$ cat src/rtl/demux4_buf_pkg.sv
// Shared datapath definitions for the 1-to-4 demux and the selector muxes.
// Holds the default data width, channel count and selector encodings.
package demux4_buf_pkg;

    localparam int WIDTH_DEF = 8;
    localparam int NCH       = 4;

    typedef logic [1:0] sel_t;

    localparam sel_t CH0 = 2'b00;
    localparam sel_t CH1 = 2'b01;
    localparam sel_t CH2 = 2'b10;
    localparam sel_t CH3 = 2'b11;

endpackage

$ cat src/rtl/demux_fifo2.sv
// Two-entry FIFO for one demux channel; head entry is always on dout.
// Ports: clk, rst, push/din in, pop in, full/empty/dout out.
module demux_fifo2
    import demux4_buf_pkg::*;
#(
    parameter int WIDTH = WIDTH_DEF
) (
    input  logic             clk,
    input  logic             rst,
    input  logic             push,
    input  logic [WIDTH-1:0] din,
    input  logic             pop,
    output logic             full,
    output logic             empty,
    output logic [WIDTH-1:0] dout
);

    logic [WIDTH-1:0] mem [2];
    logic             wptr;
    logic             rptr;
    logic [1:0]       cnt;
    logic             do_push;
    logic             do_pop;

    assign full    = (cnt == 2'd2);
    assign empty   = (cnt == 2'd0);
    assign dout    = mem[rptr];
    assign do_push = push & ~full;
    assign do_pop  = pop & ~empty;

    always_ff @(posedge clk or posedge rst) begin
        if (rst) begin
            wptr <= 1'b0;
            rptr <= 1'b0;
            cnt  <= 2'd0;
        end else begin
            if (do_push) wptr <= ~wptr;
            if (do_pop)  rptr <= ~rptr;
            case ({do_push, do_pop})
                2'b10:   cnt <= cnt + 2'd1;
                2'b01:   cnt <= cnt - 2'd1;
                default: cnt <= cnt;
            endcase
        end
    end

    // Storage carries no reset; occupancy alone decides validity.
    always_ff @(posedge clk) begin
        if (do_push) mem[wptr] <= din;
    end

endmodule

$ cat src/rtl/demux4_buf.sv
// 1-to-4 buffered demux: routes in_data to channel in_sel, 2-deep FIFO each.
// Ports: clk, rst, in_data/in_sel/in_valid/in_ready, out_data/out_valid/out_ready, busy.
module demux4_buf
    import demux4_buf_pkg::*;
#(
    parameter int WIDTH = WIDTH_DEF
) (
    input  logic               clk,
    input  logic               rst,
    input  logic [WIDTH-1:0]   in_data,
    input  logic [1:0]         in_sel,
    input  logic               in_valid,
    output logic               in_ready,
    output logic [4*WIDTH-1:0] out_data,
    output logic [3:0]         out_valid,
    input  logic [3:0]         out_ready,
    output logic               busy
);

    logic [NCH-1:0]   push;
    logic [NCH-1:0]   pop;
    logic [NCH-1:0]   full;
    logic [NCH-1:0]   empty;
    logic [WIDTH-1:0] head [NCH];
    logic             xfer;

    // Ready looks only at the selected channel's registered fullness,
    // so a pop in the same cycle does not open the input.
    assign in_ready = ~full[in_sel];
    assign xfer     = in_valid & in_ready;

    always_comb begin
        push = '0;
        unique case (in_sel)
            CH0: push[0] = xfer;
            CH1: push[1] = xfer;
            CH2: push[2] = xfer;
            CH3: push[3] = xfer;
        endcase
    end

    for (genvar k = 0; k < NCH; k++) begin : g_ch
        assign pop[k] = out_ready[k] & ~empty[k];

        demux_fifo2 #(.WIDTH(WIDTH)) u_fifo (
            .clk   (clk),
            .rst   (rst),
            .push  (push[k]),
            .din   (in_data),
            .pop   (pop[k]),
            .full  (full[k]),
            .empty (empty[k]),
            .dout  (head[k])
        );

        assign out_data[k*WIDTH +: WIDTH] = head[k];
    end

    assign out_valid = ~empty;
    assign busy      = |out_valid;

endmodule
$ cat config.mk
export PLATFORM = sky130hd
export DESIGN_NAME = demux4_buf
export DESIGN_NICKNAME = d
export VERILOG_FILES = /design/src/rtl/demux4_buf_pkg.sv /design/src/rtl/demux_fifo2.sv /design/src/rtl/demux4_buf.sv
export SDC_FILE = /design/constraint.sdc
export NUM_CORES = 1
export LEC_CHECK = 0
export CAP_MARGIN = 20
export CORE_MARGIN = 10
export CORE_UTILIZATION = 47
export CTS_CLUSTER_DIAMETER = 60
export DETAILED_ROUTE_END_ITERATION = 8
export GPL_TIMING_DRIVEN = 0
export PLACE_DENSITY_LB_ADDON = 0.2
export RECOVER_POWER = 100
export SLEW_MARGIN = 20
export SYNTH_ARGS = -nofsm -noshare
export SYNTH_HDL_FRONTEND = slang
export SYNTH_HIERARCHICAL = 1
export SYNTH_SLANG_ARGS = --single-unit
$ cat constraint.sdc
create_clock -name clk -period 1.65 [get_ports clk]
set_input_delay 0.33 -clock clk [delete_from_list [all_inputs] [get_ports clk]]
set_output_delay 0.33 -clock clk [all_outputs]
set_load 0.02 [all_outputs]
==> run metrics <==
status finished, violations left; failing checks negative setup slack; final cell count without fillers 386; WL final 7310 um; synthesized instance count 192; min Tclk post-route 1.91 ns; Worst EP required 1.32 ns; global-route wire length before repair 10400 um; Crit Path Category reg -> out; total global routing overflow 0; worst slew pin tran 0.458 ns; drc violations 0; maximum clock rate 525 MHz; Clock Pin Slew Worst Setup and Hold Paths 0.08 ns; Worst EP arrival 1.58 ns; P_leak 1.96 nW; Max IR drop VDD 0.966 mV; Main synth FF type edfxtp_1; Pwr Density 1760 nW/um2; setup violators final 35; asr flop ratio synth 20.0%; Seq/Total Area, Yosys 72.3%; TritonRoute pass-1 iters 4; Setup Skew 0.00702 ns; CTS buffer count 9; share of cells above drive strength 1 57.2%; row count 30; antenna violations before repair 0; Post-synth EDFFs 64; Crit path largest cell delay 0.46 ns; Yosys warnings 6; Final Cycle Share 116%; Initial Util 47.8%; worst skew pair latency 0.35 ns; startpoint types flip-flop; CP cell instances nand2b_4 > inv_2 > mux4_2 > inv_2 > buf_6; Via density 5.03; Core ar. 6720 um2; CTS tree done; Die H 103 um; Slew HR 69.4%; crit-path most repeated cell inv_2; Synth top area share 59.8%; hold slack 0.411 ns; I/O pin cnt 55; DIE WIDTH 103 um; DP Cell Count 326; DP HPWL 4400 um; Die Area 10500 um2; number of diodes 0; # Max-Cap Violations 0; synthesized netlist net count 213; Layout area overhead 50.5%; All-Layer GR Usage 13.4%; drt wl/cell 18.9 um; largest cells by area after synthesis edfxtp_1, dfrtp_1, mux2_2; port buffer count 54; Slowest-stage cell, CP mux4_2; RSZ-0062 raised after global routing yes; maximum fanout along the worst path 3; Hold Path Class in -> async; crit end category primary output; cell area after synthesis 3210 um2; final setup margin -0.256 ns; nets@finish 322; syn_area_per_cell 16.7 um2; RePlAce Congestion 0.747; clk sinks 80; largest area contributor in the netlist edfxtp_1; number of global-route vias before repair 2027; synth unique cells 20; Root Buffer clkbuf_8; detailed-route via count 1943; clk buf depth 2; Hold Fails Final Rpt 0; Final ANT Viol Nets 0; H-tree depth 3; pin count of the biggest net entering global routing 14; synthesized flop and latch total 80; pins over their slew limit 0; DR iter-0 viols 66
[cell type report]
type,count,area (um2)
clock inverter,5,80.1
inverter,13,51.3
fill,429,1880
clock buffer,11,141
sequential,80,2330
multi-input combinational,95,1100
tap,80,100
buffer,4,45.0
timing repair buffer,98,986
[path summary, 6_finish.rpt]
check                                   endpoint                   from  cells past startpoint  slack [ns]
max                                     in_ready  g_ch[1].u_fifo/cnt[1]                      5       -0.26
min                        g_ch[3].u_fifo/cnt[1]                    rst                      2        0.41
max reg2reg                g_ch[0].u_fifo/cnt[1]  g_ch[0].u_fifo/cnt[1]                      8       -0.07
min reg2reg                  g_ch[1].u_fifo/wptr    g_ch[1].u_fifo/wptr                      1        0.54
max in group asynchronous  g_ch[1].u_fifo/cnt[1]                    rst                      2        1.04
min in group clk             g_ch[3].u_fifo/wptr               in_valid                      5        0.54
[cell families (layout without fill, tap and decap cells)]
logic type,count (synthesis),after routing,synth area share (%)
XOR/XNOR,20,20,5.45
adder cells (fa/ha/maj),4,4,1.56
buffers and inverters,17,131,2.14
flip-flops,80,80,72.3
multiplexers,33,33,11.9
AND/OR/NAND/NOR,38,38,6.66
[flip-flops by register name, summed over array words and instances (netlist names)]
name              cells
g_ch.u_fifo/wptr      4
g_ch.u_fifo/mem      64
g_ch.u_fifo/rptr      4
g_ch.u_fifo/cnt       8
[repair_timing]
action | 4_1_cts | 5_1_grt
hold buffers | 0 | 0
cloned | 0 | 0
endpoints found under the setup margin | 109 | 76
pin swaps | 5 | 15
gates resized for setup | 229 | 94
buffers inserted | 30 | 15
[cell usage in the layout, fill, tap and decap left out, drive strengths merged, types with 5 or more instances in the layout]
cell	n
dlygate4sd3	9
xor2	8
buf	86
nand2	5
xnor2	12
clkbuf	11
inv	13
dfrtp	16
mux2	32
nor2	12
nor2b	8
edfxtp	64
[power breakdown]
part,internal [W],total [W],switching [W]
Combinational,0.00237,0.00417,0.00180
Sequential,0.00253,0.00275,0.000224
Clock,0.000892,0.00158,0.000691
Total,0.00579,0.00850,0.00272
[cells in the mapped netlist (all sizes together) (4+ instances only)]
library cell / count
nand2b: 4
dfrtp: 16
nor2b: 8
and3: 4
xor2: 8
xnor2: 12
edfxtp: 64
ha: 4
nor2: 12
mux2: 32
inv: 13
buf: 4
nand2: 5
[through the flow]
stage	setup slack (ns)	setup TNS, ns	utilization [%]	total power, W	instance area (um2)
after floorplan	0.00295	0	-	0.00437	3220
after global placement	-0.763	-35.79	57.5	0.00528	3860
after detailed placement	-0.771	-38.81	57.5	0.00533	3860
after CTS	-0.241	-2.38	65.4	0.00764	4400
after global routing	-0.307	-4.83	72.0	0.00889	4840
final	-0.256	-2.94	72.0	0.00850	4840
[worst max-delay path, delay by kind of cell (launching register included)]
| family | cells | cell delay (ns) |
|---|---|---|
| DFF | 1 | 0.45 |
| muxes | 1 | 0.46 |
| and+or+nand+nor | 1 | 0.09 |
| buffers and inverters | 3 | 0.23 |
[layer usage]
layer  global-route usage [%]  wire (um)
met3                     4.16        381
met5                        0          0
met4                     7.05        127
met1                     15.1       2930
met2                     22.2       3870
(Power assumes the default switching activity.)
